File: src/rtl/ram1k_pkg.sv
// Shared types and constants for the 1Kx1 ECL RAM bank controller.
// Macro RAM1K_BANK_CTL_PARITY_EN adds one even-parity bit to every stored word.
package ram1k_pkg;

    localparam int RAM1K_AW            = 10;
    localparam int RAM1K_RD_CYCLES_DEF = 2;
    localparam int RAM1K_WP_CYCLES_DEF = 2;

`ifdef RAM1K_BANK_CTL_PARITY_EN
    localparam int RAM1K_P = 1;
`else
    localparam int RAM1K_P = 0;
`endif

    typedef enum logic [2:0] {
        ST_IDLE,
        ST_READ,
        ST_WSETUP,
        ST_WPULSE,
        ST_WHOLD,
        ST_DONE
    } ram1k_state_e;

endpackage

File: src/rtl/ram1k_rr_arb.sv
// Two-way round-robin arbiter with a registered last-served pointer.
// On a tie the port that was not served last wins; after reset port 0 wins.
module ram1k_rr_arb (
    input  logic clk,
    input  logic reset,
    input  logic req0,
    input  logic req1,
    input  logic take,
    output logic gnt_valid,
    output logic gnt_port
);

    logic last;

    // Pick the winner from the current requests and the last-served pointer.
    always_comb begin
        gnt_valid = req0 | req1;
        gnt_port  = (req0 & req1) ? ~last : req1;
    end

    // Remember who was served whenever a grant is actually taken.
    always_ff @(posedge clk or posedge reset) begin
        if (reset) begin
            last <= 1'b1;
        end else if (take && gnt_valid) begin
            last <= gnt_port;
        end
    end

endmodule

File: src/rtl/ram1k_bank_ctl.sv
// Sequencer for a bank of DW parallel 1Kx1 ECL RAM chips shared by two requesters.
// Optional macro RAM1K_BANK_CTL_PARITY_EN: extra parity bit on ram_d/ram_q and perr.
//
// state     | meaning
// ----------+--------------------------------------------------------
// ST_IDLE   | bank disabled, waiting for a request
// ST_READ   | bank enabled RD_CYCLES clocks, ram_q captured on exit
// ST_WSETUP | address/data setup, bank enabled, nwrite high
// ST_WPULSE | write pulse, nwrite low for WP_CYCLES clocks
// ST_WHOLD  | address/data hold, nwrite back high
// ST_DONE   | one-clock ack to the served port
module ram1k_bank_ctl
    import ram1k_pkg::*;
#(
    parameter int DW        = 36,
    parameter int RD_CYCLES = RAM1K_RD_CYCLES_DEF,
    parameter int WP_CYCLES = RAM1K_WP_CYCLES_DEF
) (
    input  logic                    clk,
    input  logic                    reset,
    input  logic                    req0,
    input  logic                    req1,
    input  logic                    we0,
    input  logic                    we1,
    input  logic [RAM1K_AW-1:0]     addr0,
    input  logic [RAM1K_AW-1:0]     addr1,
    input  logic [DW-1:0]           wdata0,
    input  logic [DW-1:0]           wdata1,
    output logic                    ack0,
    output logic                    ack1,
    output logic [DW-1:0]           rdata,
    output logic                    busy,
    output logic                    perr,
    output logic [RAM1K_AW-1:0]     ram_addr,
    output logic [DW+RAM1K_P-1:0]   ram_d,
    output logic                    ram_nen,
    output logic                    ram_nwrite,
    input  logic [DW+RAM1K_P-1:0]   ram_q
);

    localparam logic [3:0] RD_LOAD = 4'(RD_CYCLES - 1);
    localparam logic [3:0] WP_LOAD = 4'(WP_CYCLES - 1);

    ram1k_state_e          state, nxt;
    logic [3:0]            cnt;
    logic                  lat_port;
    logic                  gnt_valid, gnt_port;
    logic                  sel_we;
    logic [RAM1K_AW-1:0]   sel_addr;
    logic [DW-1:0]         sel_wdata;
    logic                  take;
`ifdef RAM1K_BANK_CTL_PARITY_EN
    logic                  perr_q;
`endif

    assign take = (state == ST_IDLE);

    ram1k_rr_arb u_arb (
        .clk       (clk),
        .reset     (reset),
        .req0      (req0),
        .req1      (req1),
        .take      (take),
        .gnt_valid (gnt_valid),
        .gnt_port  (gnt_port)
    );

    // Route the winning requester's command onto the latch inputs.
    always_comb begin
        sel_we    = gnt_port ? we1    : we0;
        sel_addr  = gnt_port ? addr1  : addr0;
        sel_wdata = gnt_port ? wdata1 : wdata0;
    end

    // Next state and bank strobes; strobes are decoded straight from state so reset clears them at once.
    always_comb begin
        nxt        = state;
        ram_nen    = 1'b0;
        ram_nwrite = 1'b1;
        busy       = 1'b1;
        ack0       = 1'b0;
        ack1       = 1'b0;
        perr       = 1'b0;
        case (state)
            ST_IDLE: begin
                ram_nen = 1'b1;
                busy    = 1'b0;
                if (gnt_valid) nxt = sel_we ? ST_WSETUP : ST_READ;
            end
            ST_READ:   if (cnt == 4'd0) nxt = ST_DONE;
            ST_WSETUP: nxt = ST_WPULSE;
            ST_WPULSE: begin
                ram_nwrite = 1'b0;
                if (cnt == 4'd0) nxt = ST_WHOLD;
            end
            ST_WHOLD:  nxt = ST_DONE;
            ST_DONE: begin
                ack0 = ~lat_port;
                ack1 = lat_port;
`ifdef RAM1K_BANK_CTL_PARITY_EN
                perr = perr_q;
`endif
                nxt  = ST_IDLE;
            end
            default: nxt = ST_IDLE;
        endcase
    end

    // State register.
    always_ff @(posedge clk or posedge reset) begin
        if (reset) state <= ST_IDLE;
        else       state <= nxt;
    end

    // Dwell down-counter: loaded on entry to READ/WPULSE, stops at zero.
    always_ff @(posedge clk or posedge reset) begin
        if (reset) begin
            cnt <= '0;
        end else if (state != nxt) begin
            if (nxt == ST_READ)        cnt <= RD_LOAD;
            else if (nxt == ST_WPULSE) cnt <= WP_LOAD;
            else                       cnt <= '0;
        end else if (cnt != 4'd0) begin
            cnt <= cnt - 4'd1;
        end
    end

    // Latch the granted command; address and data then stay frozen until the next grant.
    always_ff @(posedge clk or posedge reset) begin
        if (reset) begin
            lat_port <= 1'b0;
            ram_addr <= '0;
            ram_d    <= '0;
        end else if (take && gnt_valid) begin
            lat_port <= gnt_port;
            ram_addr <= sel_addr;
`ifdef RAM1K_BANK_CTL_PARITY_EN
            ram_d    <= {^sel_wdata, sel_wdata};
`else
            ram_d    <= sel_wdata;
`endif
        end
    end

    // Capture read data (and its parity check) on the edge leaving READ.
    always_ff @(posedge clk or posedge reset) begin
        if (reset) begin
            rdata  <= '0;
`ifdef RAM1K_BANK_CTL_PARITY_EN
            perr_q <= 1'b0;
`endif
        end else if (state == ST_READ && cnt == 4'd0) begin
            rdata  <= ram_q[DW-1:0];
`ifdef RAM1K_BANK_CTL_PARITY_EN
            perr_q <= ^ram_q;
`endif
        end else if (state == ST_IDLE) begin
`ifdef RAM1K_BANK_CTL_PARITY_EN
            perr_q <= 1'b0;
`endif
        end
    end

endmodule

File: config.mk
export PLATFORM = sky130hd
export DESIGN_NAME = ram1k_bank_ctl
export DESIGN_NICKNAME = d
export VERILOG_FILES = /design/src/rtl/ram1k_pkg.sv /design/src/rtl/ram1k_rr_arb.sv /design/src/rtl/ram1k_bank_ctl.sv
export SDC_FILE = /design/constraint.sdc
export NUM_CORES = 1
export LEC_CHECK = 0
export CAP_MARGIN = 20
export CORE_UTILIZATION = 30
export DETAILED_ROUTE_END_ITERATION = 8
export PLACE_DENSITY = 0.65
export SLEW_MARGIN = 5
export SYNTH_ARGS = -nofsm -noshare
export SYNTH_HDL_FRONTEND = slang
export SYNTH_HIERARCHICAL = 1
export SYNTH_SLANG_ARGS = --single-unit
File: constraint.sdc
create_clock -name clk -period 3.5 [get_ports clk]
set_clock_uncertainty 0.1 [all_clocks]
set_input_delay 0.7 -clock clk [delete_from_list [all_inputs] [get_ports clk]]
set_output_delay 0.7 -clock clk [all_outputs]
set_load 0.05 [all_outputs]
Word level (Yosys, flattened, before mapping)
Index checks and enable logic that the tools add are counted.
{"block": "op_classes", "mux": 18, "multipliers": 0, "n_eq_ne": 8, "bitwise": 4, "div": 0, "n_lt_le_gt_ge": 0, "reduce_logical": 6, "addsub": 1, "n_shift": 0}
{"op": "$mux W36", "count": 1}
{"op": "$pmux W3 S5", "count": 1}
{"op": "$mux W10", "count": 1}
{"op": "$eq A3 B2 Y1 const B", "count": 3}
{"op": "$mux W1", "count": 9}
{"op": "$mux W3", "count": 3}
{"op": "$mux W4", "count": 2}
{"op": "$eq A3 B1 Y1 const B", "count": 2}
{"op": "$eq A3 B3 Y1 const B", "count": 2}
{"op": "$logic_not A4 Y1", "count": 1}
{"op": "$reduce_bool A4 Y1", "count": 1}
{"op": "$sub A4 B1 Y4 const B", "count": 1}
{"op": "$logic_not A3 Y1", "count": 1}
{"op": "$ne A3 B3 Y1", "count": 1}
{"op": "$logic_and A1 B1 Y1", "count": 2}
{"op": "$mux W2", "count": 1}
{"op": "$not A1 Y1", "count": 2}
{"op": "$reduce_bool A2 Y1", "count": 1}
{"op": "$and A1 B1 Y1", "count": 1}
{"op": "$or A1 B1 Y1", "count": 1}
{"block": "word_totals", "romBits": 0, "inputBits": 134, "out_inout_bits": 88, "ram_bits": 0, "n_memories": 0, "word_cells": 44, "latchBits": 0, "reg_bits": 91}

Logic depth before layout (Yosys ltp)
Gate-level depths: netlist of the first run.
{"block": "logic_depth", "ltp_word": 10, "ltp_mapped": 7, "mapped_depth_nobuf": 5}

Hierarchy
Netlist of the first run, hierarchy kept.
{"module": "ram1k_bank_ctl", "area_per_inst_um2": 4115.2, "seq_area_each_um2": 2252.2, "n_inst": 1, "cells_per_inst": 335}
{"module": "ram1k_rr_arb", "area_per_inst_um2": 55.1, "seq_area_each_um2": 26.3, "n_inst": 1, "cells_per_inst": 6}

Worst setup path before layout of the first run
Ideal clock, no wire load.
{"block": "synth_path", "path_type": "register to output", "from": "reg state[0]", "to": "out ram_nen", "arrival_ns": 1.570, "setup_slack_ns": 1.130, "t_required_ns": 2.700, "path_stages_with_launch": 4, "path_buffers": 1, "path_cell_list": "dfrtp_1 -> buf_2 -> or3_1 -> inv_1"}
{"block": "synth_between", "elab_chain_cells": 2}
{"item": "start: declaration", "line": "ram1k_bank_ctl.sv:44", "text": "ram1k_state_e state, nxt;"}
{"item": "start signal: assignment", "line": "ram1k_bank_ctl.sv:112", "text": "else state <= nxt;"}
{"item": "$logic_not A3 Y1", "line": "ram1k_bank_ctl.sv:84", "text": "case (state)"}
{"item": "$mux W1", "line": "ram1k_bank_ctl.sv:84"}
{"item": "end: declaration", "line": "ram1k_bank_ctl.sv:36", "text": "output logic ram_nen,"}
No other way between the ends.

Final worst setup path of the first run
{"block": "layout_path", "from": "reg state[0]", "to": "out ack0"}
{"block": "layout_between", "elab_chain_cells": 2}
{"item": "$eq A3 B3 Y1", "line": "ram1k_bank_ctl.sv:84"}
{"item": "$mux W1", "line": "ram1k_bank_ctl.sv:84"}
{"item": "end: declaration", "line": "ram1k_bank_ctl.sv:29", "text": "output logic ack0,"}
No other way between the ends.

==> flow_metrics.py, run 1 <==
metrics = {
    "clock_tree": {
        "ctsRootBufferMaster": "clkbuf_16",
        "hold_buffers": 0,
        "postCtsSetupBuffers": 0,
        "cts_made_buffers": 9,
        "cts.clk_slew.worst_paths_ns": 0.06,
        "ctsResizeCount": 0,
        "cts_tree": "done",
        "clk_latency_ns": 0.33,
        "cts.sinks": 91,
        "h-tree-depth": 3,
        "clockBufferDepth": 2,
    },
    "yosys": {
        "synth_warnings": 6,
        "synthArstFlopShare_pct": 100,
        "syn_nets": 476,
        "synth_enable_flop_cells": 0,
        "synth_flop_cell": "dfrtp_1",
        "synth_cells": 341,
        "ys_seq_area_share_pct": 54.6,
        "synth_cell_types": 37,
        "postSynthAreaPerCell_um2": 12.2,
        "yosysTopAreaCell": "dfrtp_1",
        "synth-seq-cells": 91,
        "synth_area_um2": 4170,
        "ys_top_cells_by_area": "dfrtp_1, mux2i_1, mux2_4",
        "synth_top_area_share_pct": 54.0,
    },
    "timing": {
        "period_minus_slack_ns": 3.03,
        "hold_viol": 0,
        "worst_slew_pin_slew_ns": 0.579,
        "fmax_mhz": 330,
        "maxSlewViolCount": 0,
        "rsz0062_at_grt": "no",
        "slew_headroom_pct": 61.4,
        "fin_setup_tns_ns": 0,
        "setup_slack_ns": 0.470,
        "setup_viol": 0,
        "fin_crit_sh_pct": 86.6,
    },
    "global_route": {
        "grt_pass1_vias": 3359,
        "grt.total_usage_pct": 15.4,
        "grt_pass1_wl_um": 17000,
        "grt_max_degree": 62,
        "antenna_found_initial": 0,
        "grt_remaining_overflow": 0,
    },
    "placed_design": {
        "dp_hpwl_um": 8470,
        "dpl.cell_count": 721,
        "preCtsSetupSlack_ns": 0.709,
        "portBuffers": 220,
        "globalplace.congestion": 0.760,
    },
    "worst_setup_path": {
        "path_class": "reg2out",
        "endpoint": "ack0",
        "crit_path_end_kind": "output pin",
        "cp-start-kind": "flip-flop",
        "r2r_setup_slack_ns": 1.16,
        "reg2reg_to": "rdata[4]$_DFFE_PP0P_",
        "cp_max_fo": 12,
        "crit_chain": "nor2b_1, nand2_1, nor2_1, clkdlybuf4s50_1",
        "slowest_stage": "clkdlybuf4s50_1",
        "r2r_cells": 6,
        "crit_path_max_incr_delay_ns": 0.83,
        "cp.arrival_ns": 2.23,
        "crit_start": "state[0]$_DFF_PP0_",
        "reg2reg_from": "cnt[0]$_DFFE_PP0P_",
        "required_ns": 2.70,
    },
    "power": {
        "p_sw_mw": 3.49,
        "ir_worst_vdd_mv": 0.473,
        "p_seq_share_pct": 26.0,
        "leakage_nw": 2.91,
        "swShare_pct": 47.0,
        "comb_power_share_pct": 61.7,
        "intPower_mw": 3.94,
        "clock_power_share_pct": 12.3,
        "p_per_area_nw_per_um2": 1090,
        "power_mw": 7.43,
    },
    "cells_and_area": {
        "areaGrowthSynthToFinish_pct": 62.8,
        "diodes": 0,
        "nNetsFinal": 691,
        "stdcell_count": 736,
        "nFillCells": 1219,
        "layout-drive-gt1-share_pct": 12.0,
    },
    "worst_hold_path": {
        "hold_path.class": "reg2reg",
    },
    "floorplanning": {
        "initial_core_util_pct": 31.1,
        "die_h_um": 120,
        "core-area_um2": 13400,
        "die_w_um": 120,
        "io_pins": 222,
        "row_count": 42,
        "die_area_um2": 14400,
    },
    "drt": {
        "wire_per_inst_um": 14.9,
        "maxUsedRoutingLayer": "met4",
        "drtIter0Drc": 162,
        "dr_wl_met3_um": 853,
        "met1Wirelength_um": 4620,
        "dr.pass1.iters": 4,
        "drc_errors": 0,
        "wl_um": 11000,
        "viasPerCell": 4.51,
        "wl_met2_um": 5310,
        "vias": 3319,
        "ant_nets": 0,
    },
    "run_status": {
        "status": "finished clean",
    },
    "job": {
        "maxCapViolCount": 0,
    },
}
-- cell usage after synthesis (all sizes together), types with 2 or more instances --
| library cell | count |
|---|---|
| a21oi | 50 |
| a31oi | 2 |
| buf | 21 |
| clkbuf | 2 |
| dfrtp | 90 |
| inv | 8 |
| mux2 | 39 |
| mux2i | 47 |
| nand2 | 3 |
| nor2 | 53 |
| nor3 | 5 |
-- sequential cells by signal (all words and copies together), names as in the netlist --
register	flops
lat_port	1
ram_d	36
u_arb/last	1
ram_addr	10
rdata	36
cnt	4
state	3
-- per-layer routing --
| metal | GRT usage, % | vias up |
|---|---|---|
| met5 | 0 | - |
| met4 | 6.41 | 0 |
| met3 | 4.56 | 13 |
| met2 | 25.3 | 153 |
| met1 | 18.8 | 1535 |
| li1 | - | 1618 |
-- area by class of cell --
cell class	instances	area (um2)	area share (%)
Multi-Input combinational cell	219	1710	25.2
Tap cell	176	220	3.24
Sequential cell	91	2280	33.6
Timing Repair Buffer	227	2270	33.4
Inverter	8	32.5	0.479
Clock inverter	1	7.51	0.111
Clock buffer	14	274	4.04
-- cell usage in the layout, fill, tap and decap left out --
master	instances
a21boi_4	1
a21o_2	1
a21oi_1	50
a221oi_1	1
a22o_1	1
a31oi_1	2
and3_1	1
buf_12	1
buf_4	6
clkbuf_1	2
clkbuf_16	9
clkbuf_8	3
clkdlybuf4s50_1	220
clkinvlp_4	1
conb_1	1
dfrtp_1	90
dfstp_2	1
ha_1	1
inv_1	7
inv_4	1
mux2_2	9
mux2_4	30
mux2i_1	47
nand2_1	3
nand3_1	1
nand3b_2	1
nand4_1	1
nor2_1	53
nor2b_1	1
nor3_1	5
nor3b_4	1
nor4b_4	1
o211ai_1	1
o21a_1	1
o21ai_0	1
o31a_1	1
or2_1	1
or3_1	1
or3b_2	1
-- cell families after synthesis --
kind of cell / after synthesis / share of synthesized area (%)
DFF: 91 / 54.6
muxes: 86 / 24.5
and+or+nand+nor: 71 / 7.80
AOI/OAI and AO/OA: 60 / 7.80
buffers and inverters: 31 / 4.86
adders and majority gates: 1 / 0.300
other: 1 / 0.0899
-- how the worst min path moves through the flow --
stage / startpoint / endpoint / cells after the start / slack [ns]
after floorplan: lat_port$_DFFE_PP0P_ / lat_port$_DFFE_PP0P_ / 1 / 0.40
after global placement: rdata[7]$_DFFE_PP0P_ / rdata[7]$_DFFE_PP0P_ / 1 / 0.39
after detailed placement: rdata[1]$_DFFE_PP0P_ / rdata[1]$_DFFE_PP0P_ / 1 / 0.39
after CTS: rdata[1]$_DFFE_PP0P_ / rdata[1]$_DFFE_PP0P_ / 1 / 0.41
after global routing: rdata[15]$_DFFE_PP0P_ / rdata[15]$_DFFE_PP0P_ / 1 / 0.42
final: rdata[0]$_DFFE_PP0P_ / rdata[0]$_DFFE_PP0P_ / 1 / 0.41
-- power by group through the flow --
stage / Combinational (mW) / Clock, mW / Sequential, mW
6_report: 4.58 / 0.915 / 1.93
5_1_grt: 4.84 / 0.986 / 2.01
4_1_cts: 4.63 / 0.943 / 1.94
3_5_place_dp: 4.62 / 0 / 1.95
3_3_place_gp: 4.58 / 0 / 1.92
2_1_floorplan: 1.66 / 0 / 3.53
-- critical path, delay by kind of cell (launching register included) --
family | cells | cell delay, ns
DFF | 1 | 0.59
and+or+nand+nor | 3 | 0.47
buffers and inverters | 1 | 0.83
-- stage by stage --
step	hold slack, ns	area [um2]	utilization, %
after global placement	0.389	6510	48.6
after global routing	0.420	6790	50.7
after floorplan	0.396	4170	-
after detailed placement	0.392	6510	48.6
after CTS	0.406	6790	50.7
final	0.405	6790	50.7
No activity file was read; power rests on OpenSTA's default activity.
==> run 2: changes to the inputs <==
--- a/config.mk
+++ b/config.mk
@@ -9,6 +9,8 @@
 export CORE_UTILIZATION = 30
 export DETAILED_ROUTE_END_ITERATION = 8
 export PLACE_DENSITY = 0.65
+export RECOVER_POWER = 100
+export SETUP_SLACK_MARGIN = 0.15
 export SLEW_MARGIN = 5
 export SYNTH_ARGS = -nofsm -noshare
 export SYNTH_HDL_FRONTEND = slang
==> flow_metrics.py, run 2 (same netlist as run 1, synthesis figures left out) <==
metrics = {
    "run_status": {
        "status": "finished clean",
    },
    "global_route": {
        "grt_pass1_vias": 3359,
        "grt.total_usage_pct": 15.4,
        "grt_remaining_overflow": 0,
        "antenna_found_initial": 0,
        "grt_pass1_wl_um": 17000,
        "grt_max_degree": 62,
    },
    "power": {
        "p_per_area_nw_per_um2": 1040,
        "ir_worst_vdd_mv": 0.454,
        "leakage_nw": 2.72,
    },
    "timing": {
        "fin_crit_sh_pct": 86.7,
        "fin_setup_tns_ns": 0,
        "maxSlewViolCount": 0,
        "period_minus_slack_ns": 3.03,
        "slew_headroom_pct": 10.7,
        "hold_viol": 0,
        "fmax_mhz": 330,
        "rsz0062_at_grt": "no",
        "worst_slew_pin_slew_ns": 1.33,
        "setup_viol": 0,
    },
    "worst_setup_path": {
        "crit_start": "state[0]$_DFF_PP0_",
        "required_ns": 2.70,
        "path_class": "reg2out",
        "cp_max_fo": 12,
        "reg2reg_from": "cnt[0]$_DFFE_PP0P_",
        "crit_path_end_kind": "output pin",
        "crit_chain": "or3_1, inv_1, dlygate4sd3_1",
        "slowest_stage": "dlygate4sd3_1",
        "crit_path_max_incr_delay_ns": 0.88,
        "crit_family": "buffers and inverters",
        "crit_buf_inv": 2,
        "endpoint": "ram_nen",
        "r2r_setup_slack_ns": 0.54,
        "reg2reg_to": "rdata[9]$_DFFE_PP0P_",
        "cp-start-kind": "flip-flop",
        "cp_num_cells": 3,
        "r2r_cells": 6,
        "cp.arrival_ns": 2.23,
    },
    "cells_and_area": {
        "final_common_cell": "clkdlybuf4s50_1",
        "top_regs": "ram_d x36, rdata x36, ram_addr x10",
        "areaGrowthSynthToFinish_pct": 58.8,
        "layout-drive-gt1-share_pct": 6.07,
        "nNetsFinal": 691,
        "layout_common_cells": "clkdlybuf4s50_1, dfrtp_1, dlygate4sd3_1",
        "fin_util_pct": 49.4,
        "final_area_um2": 6620,
        "diodes": 0,
    },
    "clock_tree": {
        "ctsResizeCount": 0,
        "postCtsSetupBuffers": 0,
        "cts_made_buffers": 9,
        "clk_latency_ns": 0.33,
        "clockBufferDepth": 2,
        "hold_buffers": 0,
        "cts.clk_slew.worst_paths_ns": 0.06,
        "h-tree-depth": 3,
        "cts.sinks": 91,
        "cts_tree": "done",
        "ctsRootBufferMaster": "clkbuf_16",
    },
    "drt": {
        "drc_errors": 0,
        "vias": 3341,
        "wl_um": 10800,
        "drtIter0Drc": 149,
        "wire_per_inst_um": 14.7,
        "dr.pass1.iters": 4,
        "ant_nets": 0,
        "viasPerCell": 4.54,
    },
    "placed_design": {
        "portBuffers": 220,
        "globalplace.congestion": 0.760,
        "placed_area_um2": 6510,
        "dp_hpwl_um": 8470,
    },
    "worst_hold_path": {
        "min_from": "rdata[7]$_DFFE_PP0P_",
        "hold_path.class": "reg2reg",
    },
    "job": {
        "maxCapViolCount": 0,
    },
    "floorplanning": {
        "die_h_um": 120,
        "initial_core_util_pct": 31.1,
        "die_w_um": 120,
        "io_pins": 222,
        "die_area_um2": 14400,
        "core-area_um2": 13400,
        "row_count": 42,
    },
}
run 2: changes by cell type in the layout (fill, tap and decap cells not counted), moves of 2 or more:
cell	previous run	this run
clkdlybuf4s50_1	220	131
buf_4	6	4
dlygate4sd3_1	0	89
mux2_4	30	2
clkbuf_2	0	2
mux2_1	0	29
run 2: metrics by stage:
stage	hold WS (ns)	setup WS, ns	instances	power, mW
2_1_floorplan	0.396	0.365	341	5.19
3_3_place_gp	0.389	0.816	721	6.50
3_5_place_dp	0.392	0.709	721	6.57
4_1_cts	0.406	0.462	736	7.52
5_1_grt	0.401	0.225	736	7.30
6_report	0.383	0.465	736	6.90
run 2: layout make-up:
cell class	instances	area [um2]
clock buffer	14	274
clock inverter	1	7.51
fill	1266	6780
inverter	8	31.3
multi-input combinational	219	1560
sequential	91	2280
tap	176	220
timing repair buffer	227	2250
run 2: per-layer routing:
metal	up-vias	part of all wire, %	wire length (um)	track usage [%]
met2	156	49	5260	25.3
li1	1623	-	-	-
met4	0	1.6	173	6.41
met1	1551	42	4490	18.8
met3	11	8.1	880	4.56
met5	-	0	0	0
run 2: worst min path at each step:
stage | end | slack [ns] | cells after the start
global placement | rdata[7]$_DFFE_PP0P_ | 0.39 | 1
detailed placement | rdata[1]$_DFFE_PP0P_ | 0.39 | 1
CTS | rdata[1]$_DFFE_PP0P_ | 0.41 | 1
global route | rdata[15]$_DFFE_PP0P_ | 0.40 | 1
finish | rdata[7]$_DFFE_PP0P_ | 0.38 | 1
floorplan | lat_port$_DFFE_PP0P_ | 0.40 | 1
run 2: where the power goes:
| group | internal [mW] | leakage, nW | switching [mW] | total (mW) |
|---|---|---|---|---|
| sequential | 1.59 | 1.04 | 0.292 | 1.88 |
| clock | 0.536 | 0.135 | 0.381 | 0.917 |
| combinational | 1.37 | 1.55 | 2.72 | 4.09 |
| total | 3.50 | 2.72 | 3.39 | 6.90 |
==> run 3: changes to the inputs <==
--- a/config.mk
+++ b/config.mk
@@ -5,7 +5,7 @@
 export SDC_FILE = /design/constraint.sdc
 export NUM_CORES = 1
 export LEC_CHECK = 0
-export CAP_MARGIN = 20
+export CAP_MARGIN = 10
 export CORE_UTILIZATION = 30
 export DETAILED_ROUTE_END_ITERATION = 8
 export PLACE_DENSITY = 0.65
==> results of run 3 <==
The final DEF is identical to that of run 2; final timing and power are the same.
